$ cat config.mk
export PLATFORM = sky130hd
export DESIGN_NAME = uart_register_bridge
export DESIGN_NICKNAME = d
export VERILOG_FILES = /design/src/rtl/uart_pkg.sv /design/src/rtl/uart_tx_sender.sv /design/src/rtl/uart_register_bridge.sv
export SDC_FILE = /design/constraint.sdc
export NUM_CORES = 1
export LEC_CHECK = 0
export CAP_MARGIN = 20
export CORE_MARGIN = 2
export CORE_UTILIZATION = 48
export DETAILED_ROUTE_END_ITERATION = 10
export HOLD_SLACK_MARGIN = 0.02
export PLACE_DENSITY_LB_ADDON = 0.12
export SLEW_MARGIN = 20
export SYNTH_ARGS = -nofsm -noshare
export SYNTH_HDL_FRONTEND = slang
export SYNTH_HIERARCHICAL = 1
export SYNTH_SLANG_ARGS = --single-unit
$ cat constraint.sdc
create_clock -name ipClk -period 2.5 [get_ports ipClk]
set_clock_uncertainty 0.2 [all_clocks]
set_input_delay 0.5 -clock ipClk [delete_from_list [all_inputs] [get_ports ipClk]]
set_output_delay 0.5 -clock ipClk [all_outputs]
set_load 0.05 [all_outputs]
$ cat src/rtl/uart_pkg.sv
// Shared types and constants for the UART register bridge: FSM state
// encodings, command opcodes and default protocol bytes.
package uart_pkg;

  localparam logic [7:0] CMD_WRITE = 8'h01;
  localparam logic [7:0] CMD_READ  = 8'h02;

  localparam logic [7:0] SYNC_BYTE_DEF = 8'h55;
  localparam logic [7:0] ACK_BYTE_DEF  = 8'hAA;
  localparam logic [7:0] NAK_BYTE_DEF  = 8'hEE;

  localparam int unsigned BYTE_TIMEOUT_DEF = 50000;
  localparam int unsigned READ_TIMEOUT_DEF = 255;

  typedef enum logic [2:0] {
    ST_IDLE,
    ST_GET_CMD,
    ST_GET_ADDR,
    ST_GET_DATA,
    ST_BUS_WRITE,
    ST_BUS_READ,
    ST_WAIT_READ,
    ST_RESPOND
  } bridge_state_e;

  typedef enum logic [1:0] {
    TX_IDLE,
    TX_WAIT_FREE,
    TX_SEND,
    TX_WAIT_DONE
  } tx_state_e;

  // Debug view of both state machines, exported on the top level.
  typedef struct packed {
    bridge_state_e bridge;
    tx_state_e     tx;
  } dbg_t;

  // True for the two opcodes the bridge understands.
  function automatic logic is_known_cmd(input logic [7:0] cmd);
    return (cmd == CMD_WRITE) || (cmd == CMD_READ);
  endfunction

endpackage

$ cat src/rtl/uart_tx_sender.sv
// Sends one byte through the UART transmit handshake.
//
// Handshake: a one-cycle ipStart (only while opState is TX_IDLE) captures
// ipByte. The sender waits for ipTxBusy=0, then raises opTxSend with
// opTxData held stable until the UART answers with ipTxBusy=1; opTxSend then
// drops. Once ipTxBusy returns to 0 the byte is complete and opDone pulses
// for one cycle, leaving the sender idle for the next byte.
module uart_tx_sender
  import uart_pkg::*;
(
  input  logic      ipClk,
  input  logic      ipReset,
  input  logic      ipStart,
  input  logic [7:0] ipByte,
  input  logic      ipTxBusy,
  output logic [7:0] opTxData,
  output logic      opTxSend,
  output logic      opDone,
  output tx_state_e opState
);

  tx_state_e  state_q, state_d;
  logic [7:0] data_q, data_d;

  // State and byte registers; reset leaves the transmit request low.
  always_ff @(posedge ipClk or negedge ipReset) begin
    if (!ipReset) begin
      state_q <= TX_IDLE;
      data_q  <= 8'h00;
    end else begin
      state_q <= state_d;
      data_q  <= data_d;
    end
  end

  // Next-state logic walking one byte through the busy handshake.
  always_comb begin
    state_d = state_q;
    data_d  = data_q;
    opDone  = 1'b0;
    case (state_q)
      TX_IDLE: begin
        if (ipStart) begin
          data_d  = ipByte;
          state_d = TX_WAIT_FREE;
        end
      end
      TX_WAIT_FREE: begin
        if (!ipTxBusy) state_d = TX_SEND;
      end
      TX_SEND: begin
        if (ipTxBusy) state_d = TX_WAIT_DONE;
      end
      TX_WAIT_DONE: begin
        if (!ipTxBusy) begin
          opDone  = 1'b1;
          state_d = TX_IDLE;
        end
      end
      default: state_d = TX_IDLE;
    endcase
  end

  assign opTxSend = (state_q == TX_SEND);
  assign opTxData = data_q;
  assign opState  = state_q;

endmodule

$ cat src/rtl/uart_register_bridge.sv
// Command responder: decodes SYNC/CMD/ADDR[/DATA x4] packets from the UART
// receive side, runs one register-bus transaction per packet and returns
// ACK/NAK (plus read data) through uart_tx_sender.
module uart_register_bridge
  import uart_pkg::*;
#(
  parameter logic [7:0]  SYNC_BYTE    = SYNC_BYTE_DEF,
  parameter logic [7:0]  ACK_BYTE     = ACK_BYTE_DEF,
  parameter logic [7:0]  NAK_BYTE     = NAK_BYTE_DEF,
  parameter int unsigned BYTE_TIMEOUT = BYTE_TIMEOUT_DEF,
  parameter int unsigned READ_TIMEOUT = READ_TIMEOUT_DEF
) (
  input  logic        ipClk,
  input  logic        ipReset,
  input  logic [7:0]  ipRxData,
  input  logic        ipRxValid,
  output logic [7:0]  opTxData,
  output logic        opTxSend,
  input  logic        ipTxBusy,
  output logic [7:0]  opAddress,
  output logic [31:0] opWrData,
  output logic        opWrEnable,
  output logic        opRdEnable,
  input  logic [31:0] ipRdData,
  input  logic        ipRdValid,
  output dbg_t        opDbg
);

  localparam int unsigned BT_W = $clog2(BYTE_TIMEOUT + 1);
  localparam int unsigned RD_W = $clog2(READ_TIMEOUT + 1);
  localparam logic [BT_W-1:0] BT_LAST = BT_W'(BYTE_TIMEOUT - 1);
  localparam logic [RD_W-1:0] RD_LAST = RD_W'(READ_TIMEOUT - 1);

  bridge_state_e   state_q, state_d;
  logic            rx_valid_q;
  logic [7:0]      addr_q, addr_d;
  logic [31:0]     wr_data_q, wr_data_d;
  logic            is_write_q, is_write_d;
  logic [1:0]      data_cnt_q, data_cnt_d;
  logic [BT_W-1:0] bt_cnt_q, bt_cnt_d;
  logic [RD_W-1:0] rd_cnt_q, rd_cnt_d;
  logic [39:0]     resp_q, resp_d;
  logic [2:0]      resp_cnt_q, resp_cnt_d;
  logic            inflight_q, inflight_d;

  logic            rx_accept;
  logic            in_get;
  logic            byte_timeout;
  logic            tx_start;
  logic            tx_done;
  tx_state_e       tx_state;

  // A byte counts only on the rising edge of ipRxValid; the detector resets
  // high so a valid that is already asserted out of reset is not a byte.
  assign rx_accept    = ipRxValid & ~rx_valid_q;
  assign in_get       = (state_q == ST_GET_CMD) || (state_q == ST_GET_ADDR) ||
                        (state_q == ST_GET_DATA);
  assign byte_timeout = in_get && !rx_accept && (bt_cnt_q == BT_LAST);

  // All bridge registers; strobes derive from state so reset clears them at once.
  always_ff @(posedge ipClk or negedge ipReset) begin
    if (!ipReset) begin
      state_q    <= ST_IDLE;
      rx_valid_q <= 1'b1;
      addr_q     <= 8'h00;
      wr_data_q  <= 32'h0;
      is_write_q <= 1'b0;
      data_cnt_q <= 2'd0;
      bt_cnt_q   <= '0;
      rd_cnt_q   <= '0;
      resp_q     <= 40'h0;
      resp_cnt_q <= 3'd0;
      inflight_q <= 1'b0;
    end else begin
      state_q    <= state_d;
      rx_valid_q <= ipRxValid;
      addr_q     <= addr_d;
      wr_data_q  <= wr_data_d;
      is_write_q <= is_write_d;
      data_cnt_q <= data_cnt_d;
      bt_cnt_q   <= bt_cnt_d;
      rd_cnt_q   <= rd_cnt_d;
      resp_q     <= resp_d;
      resp_cnt_q <= resp_cnt_d;
      inflight_q <= inflight_d;
    end
  end

  // Packet decode, bus sequencing and response-buffer shifting.
  always_comb begin
    state_d    = state_q;
    addr_d     = addr_q;
    wr_data_d  = wr_data_q;
    is_write_d = is_write_q;
    data_cnt_d = data_cnt_q;
    rd_cnt_d   = rd_cnt_q;
    resp_d     = resp_q;
    resp_cnt_d = resp_cnt_q;
    inflight_d = inflight_q;
    tx_start   = 1'b0;
    // Inter-byte gap counter: cleared by every accepted byte, idle outside packets.
    bt_cnt_d   = '0;
    if (in_get && !rx_accept) bt_cnt_d = bt_cnt_q + 1'b1;

    case (state_q)
      ST_IDLE: begin
        if (rx_accept && (ipRxData == SYNC_BYTE)) state_d = ST_GET_CMD;
      end
      ST_GET_CMD: begin
        if (rx_accept) begin
          if (is_known_cmd(ipRxData)) begin
            is_write_d = (ipRxData == CMD_WRITE);
            state_d    = ST_GET_ADDR;
          end else begin
            resp_d     = {NAK_BYTE, 32'h0};
            resp_cnt_d = 3'd1;
            state_d    = ST_RESPOND;
          end
        end else if (byte_timeout) begin
          state_d = ST_IDLE;
        end
      end
      ST_GET_ADDR: begin
        if (rx_accept) begin
          addr_d     = ipRxData;
          data_cnt_d = 2'd0;
          state_d    = is_write_q ? ST_GET_DATA : ST_BUS_READ;
        end else if (byte_timeout) begin
          state_d = ST_IDLE;
        end
      end
      ST_GET_DATA: begin
        if (rx_accept) begin
          wr_data_d  = {wr_data_q[23:0], ipRxData};
          data_cnt_d = data_cnt_q + 1'b1;
          if (data_cnt_q == 2'd3) state_d = ST_BUS_WRITE;
        end else if (byte_timeout) begin
          state_d = ST_IDLE;
        end
      end
      ST_BUS_WRITE: begin
        resp_d     = {ACK_BYTE, 32'h0};
        resp_cnt_d = 3'd1;
        state_d    = ST_RESPOND;
      end
      ST_BUS_READ: begin
        // A valid in the strobe cycle itself is deliberately not looked at.
        rd_cnt_d = '0;
        state_d  = ST_WAIT_READ;
      end
      ST_WAIT_READ: begin
        if (ipRdValid) begin
          resp_d     = {ACK_BYTE, ipRdData};
          resp_cnt_d = 3'd5;
          state_d    = ST_RESPOND;
        end else if (rd_cnt_q == RD_LAST) begin
          resp_d     = {NAK_BYTE, 32'h0};
          resp_cnt_d = 3'd1;
          state_d    = ST_RESPOND;
        end else begin
          rd_cnt_d = rd_cnt_q + 1'b1;
        end
      end
      ST_RESPOND: begin
        if (!inflight_q) begin
          tx_start   = 1'b1;
          inflight_d = 1'b1;
        end else if (tx_done) begin
          inflight_d = 1'b0;
          if (resp_cnt_q == 3'd1) begin
            state_d = ST_IDLE;
          end else begin
            resp_d     = {resp_q[31:0], 8'h00};
            resp_cnt_d = resp_cnt_q - 1'b1;
          end
        end
      end
      default: state_d = ST_IDLE;
    endcase
  end

  uart_tx_sender u_tx_sender (
    .ipClk    (ipClk),
    .ipReset  (ipReset),
    .ipStart  (tx_start),
    .ipByte   (resp_q[39:32]),
    .ipTxBusy (ipTxBusy),
    .opTxData (opTxData),
    .opTxSend (opTxSend),
    .opDone   (tx_done),
    .opState  (tx_state)
  );

  assign opWrEnable = (state_q == ST_BUS_WRITE);
  assign opRdEnable = (state_q == ST_BUS_READ);
  assign opAddress  = addr_q;
  assign opWrData   = wr_data_q;
  assign opDbg      = '{bridge: state_q, tx: tx_state};

endmodule

==> metrics.yaml, run 1 <==
status: "finished with violations"
violations: "design-rule violations"
dr.pass1.iters: 8
cts.path.max_buffers: 2
finalMaxSlewViolations: 0
synth-edff-count: 0
gr-usage-met1: 0.293
die_area_sq_um: 12800
cpPeakStageDelay_ps: 400
clkTransAtPathRegs_ps: 60
rsz0062_at_grt: "true"
gr-usage-met2: 0.314
crit_end: "resp_q[9]$_DFFE_PN0P_"
synth-seq-cells: 125
hold_viol: 0
cts_buffers: 17
die_y_um: 113
synthArstFlopShare: 1.00
insertion_delay_ps: 420
critPathTopFamily: "compound AO/OA/AOI/OAI gates"
r2r_slack_ps: 70
cp_slowest_cell: "dfrtp_2"
root_buffer: "clkbuf_16"
antenna_found_initial: 0
drtIter0Drc: 207
synth_ff_type: "dfrtp_1"
grtUsageTotal: 0.210
worstSetupPathType: "reg2reg"
r2r-start: "state_q[2]$_DFFE_PN0P_"
port_buffers: 100
ys_seq_area_frac: 0.547
dp.cells: 724
hold_depth: 2
multi_input_area_sq_um: 2470
drcViolationCount: 9
overflow: 0
fin_nets: 661
cts_tree: "built"
finalSetupViolCount: 0
viasPerCell: 5.48
final_antenna_net_count: 0
total_power_uw: 10200
tns_ps: 0
min_path_type: "in2reg"
clock_sink_count: 125
place.gp.congestion: 0.918
path_max_fanout: 8
final_area_sq_um: 7900
r2r-end: "resp_q[9]$_DFFE_PN0P_"
n_fill_cell: 854
grt_max_degree: 53
initial_core_util: 0.497
diodes: 0
grt_pass1_vias: 4231
worstPathBufferInverterCount: 2
routed-via-count: 4167
synth_area_sq_um: 5720
reg2regPathDepth: 6
post-route-min-period_ps: 2430
crit_cells: 6
core_area_sq_um: 11500
yosysWarnings: 6
seq_area_sq_um: 3130
crit_start: "state_q[2]$_DFFE_PN0P_"
placed_area_sq_um: 7190
synthesis.nets: 517
cp-end-kind: "flip-flop"
yosysUniqueCellTypes: 54
layout_commonest_cell: "dfrtp_1"
ioPinCount: 101
crit_chain: "or3b_4 > a311o_1 > a221oi_4 > buf_6 > buf_12 > mux2_2"
maxSlewHeadroom: 0.534
cap_viol_max_count: 0
grt_busiest_layer: "met2"
htree_levels: 4
power-per-cell-area_nw_per_um2: 1290
wirelength_mm: 12.5
fmax_mhz: 411
tightest_slew_ps: 691
drive_gt1_frac: 0.278
grt_pass1_wl_mm: 21.0
die-width_um: 113
syn_area_per_cell_sq_um: 12.4
power.leakage_uw: 0.00359
period_share: 0.973
num_rows: 39
final_cell_count_no_fill: 761
synth_cells: 461
dp_hpwl_mm: 8.68
syn_to_final_growth_pct: 38.0
most-common-layout-cells: "dfrtp_1 (122), clkdlybuf4s50_1 (90), mux2_2 (71)"
worst-endpoint-arrival_ps: 2530
gr-usage-met3: 0.0530
worstPathRequired_ps: 2600
peakVddDrop_mv: 0.668
critPathLaunchType: "flip-flop"
wl_per_cell_um: 16.4
hold_ws_ps: 267
[worst min path at each step]
stage               startpoint                                  to  slack (ps)
floorplan              ipReset               bt_cnt_q[0]$_DFF_PN0_           4
global placement       ipReset  u_tx_sender/opState[0]$_DFFE_PN0P_         200
detailed placement     ipReset  u_tx_sender/opState[0]$_DFFE_PN0P_         200
CTS                  ipRxValid                rx_valid_q$_DFF_PN1_         240
global route         ipRxValid                rx_valid_q$_DFF_PN1_         280
finish               ipRxValid                rx_valid_q$_DFF_PN1_         270
[synth_stat cells (all sizes together), types with 2 or more instances]
cell / n / share of area
a21oi: 5 / 0.0044
a221o: 2 / 0.0035
a22o: 32 / 0.049
a31oi: 2 / 0.0022
and2: 4 / 0.0044
and3: 6 / 0.0066
and4: 3 / 0.0046
buf: 4 / 0.0072
clkbuf: 14 / 0.0092
dfrtp: 124 / 0.54
ha: 11 / 0.024
inv: 17 / 0.011
mux2: 77 / 0.15
mux2i: 9 / 0.016
nand2: 24 / 0.016
nand2b: 3 / 0.0033
nand3: 12 / 0.010
nand4: 11 / 0.012
nor2: 26 / 0.017
nor2b: 3 / 0.0033
nor3: 4 / 0.0035
nor4bb: 2 / 0.0035
o211ai: 11 / 0.014
o21ai: 14 / 0.013
o221ai: 2 / 0.0042
or3: 2 / 0.0022
or4: 4 / 0.0052
xnor2: 4 / 0.0061
xor2: 9 / 0.014
[power by group]
group,total [uW],internal (uW),switching [uW]
clock,2480,1620,861
sequential,3130,2690,436
combinational,4550,1870,2690
total,10200,6170,3980
[registers in the layout (all words and copies together), names as in the netlist, 3 cells and up]
signal	flops
resp_cnt_q	3
u_tx_sender/opTxData	8
rd_cnt_q	8
bt_cnt_q	16
resp_q	40
state_q	3
opAddress	8
opWrData	32
[final cells by class]
cell class                 instances  area share
clock inverter                     9      0.0136
inverter                          18     0.00856
multi-input combinational        300       0.312
timing repair buffer             143       0.182
tap                              143      0.0227
sequential                       125       0.397
clock buffer                      23      0.0643
[logic make-up (layout without fill, tap and decap cells)]
group | after synthesis | in the layout | synth area share
xor gates and xnor gates | 13 | 13 | 0.0199
and+or+nand+nor | 111 | 111 | 0.102
buffers and inverters | 36 | 193 | 0.0282
AOI/OAI and AO/OA | 79 | 79 | 0.111
adders and majority gates | 11 | 11 | 0.0241
DFF | 125 | 125 | 0.547
muxes | 86 | 86 | 0.168
[what timing repair did]
action                     4_1_cts  5_1_grt
cloned                           2        0
gates resized for setup          6        8
buffers inserted                 3        0
hold endpoints to repair        16        0
setup endpoints to repair       43       32
pin swaps                        2        2
hold buffers                     1        0
[stage by stage]
step / util / setup WS [ps]
after global routing: 0.686 / -3.92
final: 0.686 / 67.8
after CTS: 0.686 / 4.61
after detailed placement: 0.624 / -503
after global placement: 0.624 / -484
after floorplan: - / -46.3
[metal layers]
layer	wire, um	vias up
li1	-	1991
met1	5760	2053
met4	259	0
met2	5790	102
met5	0	-
met3	659	21
Power figures use the tool's default switching activity.
==> run 2: changes to the inputs <==
CORE_ASPECT_RATIO = 1.75   (was not set)
==> run 2 against run 1 <==
Against the previous run:
- the flow now finishes without violations
- final cell count fell by 1.4%
- maximum frequency fell by 0.96%
- worst hold slack got worse by 17 ps
- critical path type is now reg2out
- critical endpoint is now opDbg[4]
==> metrics.yaml, run 2 (synthesized netlist as in run 1, its figures left out) <==
clkTransAtPathRegs_ps: 60
grt_pass1_wl_mm: 21.7
htree_levels: 4
min_path_type: "in2reg"
dp_hpwl_mm: 9.08
crit_end: "opDbg[4]"
ioPinCount: 101
worst-endpoint-arrival_ps: 1760
die_area_sq_um: 12800
grtUsageTotal: 0.216
hold_ws_ps: 250
initial_core_util: 0.494
diodes: 0
dp_slack_ps: -515
period_share: 0.982
grt_max_degree: 56
r2r-start: "state_q[2]$_DFFE_PN0P_"
root_buffer: "clkbuf_16"
fmax_mhz: 407
tightest_slew_ps: 625
final_cell_count_no_fill: 750
r2r_slack_ps: 50
cpPeakStageDelay_ps: 830
drcViolationCount: 0
insertion_delay_ps: 410
place.gp.congestion: 0.792
wirelength_mm: 12.9
largest_reg_flops: 40
die_y_um: 148
dr.pass1.iters: 5
layout_commonest_cell: "dfrtp_1"
overflow: 0
peakVddDrop_mv: 1.09
hold_viol: 0
cts_buffers: 17
crit_start: "state_q[2]$_DFFE_PN0P_"
maxSlewHeadroom: 0.579
final_antenna_net_count: 0
finalMaxSlewViolations: 0
drtIter0Drc: 193
total_power_uw: 10400
cts_tree: "built"
fin_nets: 658
worst_slack_ps: 44.2
reg2regPathDepth: 6
crit_chain: "buf_4 > clkdlybuf4s50_1"
rsz0062_at_grt: "true"
cts.path.max_buffers: 2
cp-end-kind: "output port"
post-route-min-period_ps: 2460
worstSetupPathType: "reg2out"
grt_pass1_vias: 4540
clock_sink_count: 125
wl_per_cell_um: 17.2
die-width_um: 86.5
status: "complete, no violations"
routed-via-count: 4173
path_max_fanout: 11
core_area_sq_um: 11600
drive_gt1_frac: 0.273
antenna_found_initial: 0
finalSetupViolCount: 0
dp.cells: 714
critPathLaunchType: "flip-flop"
cp_slowest_cell: "clkdlybuf4s50_1"
cap_viol_max_count: 0
tns_ps: 0
syn_to_final_growth_pct: 38.1
num_rows: 52
regMostFlops: "resp_q"
port_buffers: 100
power-per-cell-area_nw_per_um2: 1310
r2r-end: "resp_q[10]$_DFFE_PN0P_"
viasPerCell: 5.56
most-common-layout-cells: "dfrtp_1 (122), clkdlybuf4s50_1 (91), mux2_2 (63)"
power.leakage_uw: 0.00359
worstPathRequired_ps: 1800
## run 2: cell types whose count changed in the layout (fill, tap and decap cells not counted), moves of 2 or more
cell / previous run / this run
clkinvlp_4: 5 / 3
buf_4: 37 / 35
bufinv_16: 2 / 4
clkinv_2: 2 / 0
mux2_4: 6 / 14
mux2_2: 71 / 63
clkbuf_8: 6 / 1
inv_6: 0 / 6
## run 2: worst min path at each step
| stage | start | endpoint | depth (start not counted) |
|---|---|---|---|
| after global routing | ipRxValid | rx_valid_q$_DFF_PN1_ | 2 |
| final | ipRxValid | rx_valid_q$_DFF_PN1_ | 2 |
| after floorplan | ipReset | bt_cnt_q[0]$_DFF_PN0_ | 0 |
| after CTS | ipRxValid | rx_valid_q$_DFF_PN1_ | 2 |
| after detailed placement | ipReset | u_tx_sender/opTxData[6]$_DFFE_PN0P_ | 1 |
| after global placement | ipReset | u_tx_sender/opTxData[2]$_DFFE_PN0P_ | 1 |
## run 2: power breakdown
| group | internal, uW | switching [uW] | total (uW) |
|---|---|---|---|
| sequential | 2690 | 459 | 3150 |
| clock | 1710 | 934 | 2650 |
| combinational | 1890 | 2690 | 4580 |
| total | 6290 | 4090 | 10400 |
## run 2: metal layers
layer  up-vias  share of wire  track usage
met5         -              0            0
li1       1980              -            -
met4         0          0.015       0.0789
met2        99           0.55        0.392
met3        16          0.046       0.0599
met1      2078           0.39        0.234
## run 2: critical path, delay by kind of cell (launching register included)
kind | cells | cell delay, ps
flops | 1 | 360
buf+inv | 2 | 990
## run 2: final cells by class
class	count	area [sq um]
well taps	135	169
fillers	858	3680
repair buffers	140	1400
multi-input cells	300	2490
flip-flops and latches	125	3130
clock buffers	18	439
inverters	18	67.6
clock inverters	14	204
## run 2: through the flow
| step | cell area (sq um) | utilization |
|---|---|---|
| floorplan | 5740 | - |
| global placement | 7150 | 0.617 |
| detailed placement | 7150 | 0.617 |
| CTS | 7910 | 0.683 |
| global route | 7900 | 0.682 |
| finish | 7900 | 0.682 |
## run 2: repair_timing
item	CTS	global route
resized for setup	14	6
hold buffers	1	0
endpoints found under the setup margin	33	32
cloned	2	0
buffers inserted	3	0
hold endpoints to repair	28	0
pin swaps	3	4
==> run 3: changes to the inputs <==
PLACE_DENSITY = 0.81   (was not set)
PLACE_DENSITY_LB_ADDON = not set   (was 0.12)
==> run 3 against run 2 <==
Against the previous run:
- the run now ends with negative setup slack left
- power shrank 0.61%
- clock power fell by 12%
- via count up 4.1%
- design area grew 0.57%
- first-iteration DRC count is 53% higher
- maximum frequency fell by 2.4%
- largest power group unchanged
- critical path type is now in2reg
- final cell count increased by 0.80%
- critical path depth rose by 6
- sequential share of layout area is 0.21 points lower
- non-clock buffer count increased by 7
- largest cell class unchanged
==> metrics.yaml, run 3 (synthesized netlist as in run 1, its figures left out) <==
ioPinCount: 101
die_y_um: 148
most-common-layout-cells: "dfrtp_1 (121), clkdlybuf4s50_1 (91), mux2_2 (61)"
r2r_slack_ps: 0
place.gp.congestion: 0.856
drive_gt1_frac: 0.288
critPathLaunchType: "input pin"
r2r-start: "rx_valid_q$_DFF_PN1_"
dp_hpwl_mm: 9.50
grt_pass1_wl_mm: 23.0
wl_met2_mm: 7.91
worstPathRequired_ps: 2600
placed_area_sq_um: 7160
final_area_sq_um: 7950
r2r-end: "resp_q[21]$_DFFE_PN0P_"
power-per-cell-area_nw_per_um2: 1300
cp-end-kind: "flip-flop"
insertion_delay_ps: 410
top_layer: "met4"
post-route-min-period_ps: 2510
final_antenna_net_count: 0
worst-endpoint-arrival_ps: 2610
viasPerCell: 5.75
grtUsageTotal: 0.230
grt_max_degree: 53
tightest_slew_ps: 603
cts_tree: "built"
fin_nets: 665
drcViolationCount: 0
path_max_fanout: 8
htree_levels: 4
hold_depth: 2
dp_slack_ps: -477
wl_per_cell_um: 18.9
overflow: 0
whs_endpoint: "rx_valid_q$_DFF_PN1_"
worst_slack_ps: -14.9
peakVddDrop_mv: 0.995
finalSetupViolCount: 6
initial_core_util: 0.494
violations: "negative setup slack"
layout_commonest_cell: "dfrtp_1"
wl_met1_mm: 5.36
fmax_mhz: 398
antenna_found_initial: 0
regMostFlops: "resp_q"
root_buffer: "clkbuf_16"
power.leakage_uw: 0.00360
largest_reg_flops: 40
cap_viol_max_count: 0
die_area_sq_um: 12800
fin_util: 0.686
rsz0062_at_grt: "true"
maxSlewHeadroom: 0.594
min-delay-start: "ipRxValid"
core_area_sq_um: 11600
finalMaxSlewViolations: 0
die-width_um: 86.5
n_fill_cell: 801
hold_viol: 0
worstSetupPathType: "in2reg"
clkTransAtPathRegs_ps: 60
cts.path.max_buffers: 2
period_share: 1.01
grt_pass1_vias: 4651
wirelength_mm: 14.3
met3_length_um: 701
cts_buffers: 17
min_path_type: "in2reg"
num_rows: 52
syn_to_final_growth_pct: 38.9
drtIter0Drc: 296
routed-via-count: 4345
reg2regPathDepth: 7
status: "finished with violations"
diodes: 0
port_buffers: 100
dr.pass1.iters: 5
clock_sink_count: 125
-- run 3: how the worst max path moves through the flow --
stage	startpoint	to	slack, ps	cells after the start
2_1_floorplan	state_q[2]$_DFFE_PN0P_	resp_q[12]$_DFFE_PN0P_	-50	5
3_3_place_gp	ipRxValid	resp_q[28]$_DFFE_PN0P_	-450	6
3_5_place_dp	ipRxValid	resp_q[16]$_DFFE_PN0P_	-480	6
4_1_cts	rx_valid_q$_DFF_PN1_	resp_q[10]$_DFFE_PN0P_	3	7
5_1_grt	rx_valid_q$_DFF_PN1_	resp_q[12]$_DFFE_PN0P_	-60	7
6_report	ipRxData[0]	resp_q[21]$_DFFE_PN0P_	-10	8
-- run 3: through the flow --
stage,total power [uW],TNS (ps),hold WS [ps],cells
2_1_floorplan,6070,-1110,4.41,461
3_3_place_gp,7460,-18900,258,715
3_5_place_dp,7620,-19570,292,715
4_1_cts,10300,0,247,753
5_1_grt,10800,-815,274,756
6_report,10300,-65.2,263,756
-- run 3: power breakdown --
| group | switching, uW | leakage, uW | internal [uW] | total (uW) |
|---|---|---|---|---|
| sequential | 472 | 0.00160 | 2690 | 3160 |
| clock | 954 | 0.000270 | 1380 | 2340 |
| combinational | 2790 | 0.00173 | 2030 | 4820 |
-- run 3: cell type report --
| cell class | instances | area [sq um] | area share |
|---|---|---|---|
| Inverter | 18 | 67.6 | 0.00850 |
| Clock inverter | 14 | 138 | 0.0173 |
| Timing Repair Buffer | 147 | 1510 | 0.190 |
| Multi-Input combinational cell | 300 | 2500 | 0.315 |
| Clock buffer | 17 | 425 | 0.0535 |
| Tap cell | 135 | 169 | 0.0213 |
| Sequential cell | 125 | 3130 | 0.394 |
-- run 3: what timing repair did --
item	CTS	global route
hold endpoints to repair	33	0
buffers inserted	3	3
setup endpoints to repair	33	23
resized for setup	9	16
hold buffers	1	0
pin swaps	2	2
gates cloned	3	0
-- run 3: worst max-delay path, stage by stage --
cell	delay [ps]
clkdlybuf4s50_1	440
xor2_1	170
a311o_1	420
a221oi_4	310
buf_6	170
buf_12	120
buf_16	120
mux2_2	330
-- run 3: metal layers --
metal / GRT usage / vias to the layer above
li1: - / 1996
met1: 0.257 / 2194
met2: 0.410 / 130
met3: 0.0638 / 25
met4: 0.0828 / 0
met5: 0 / -
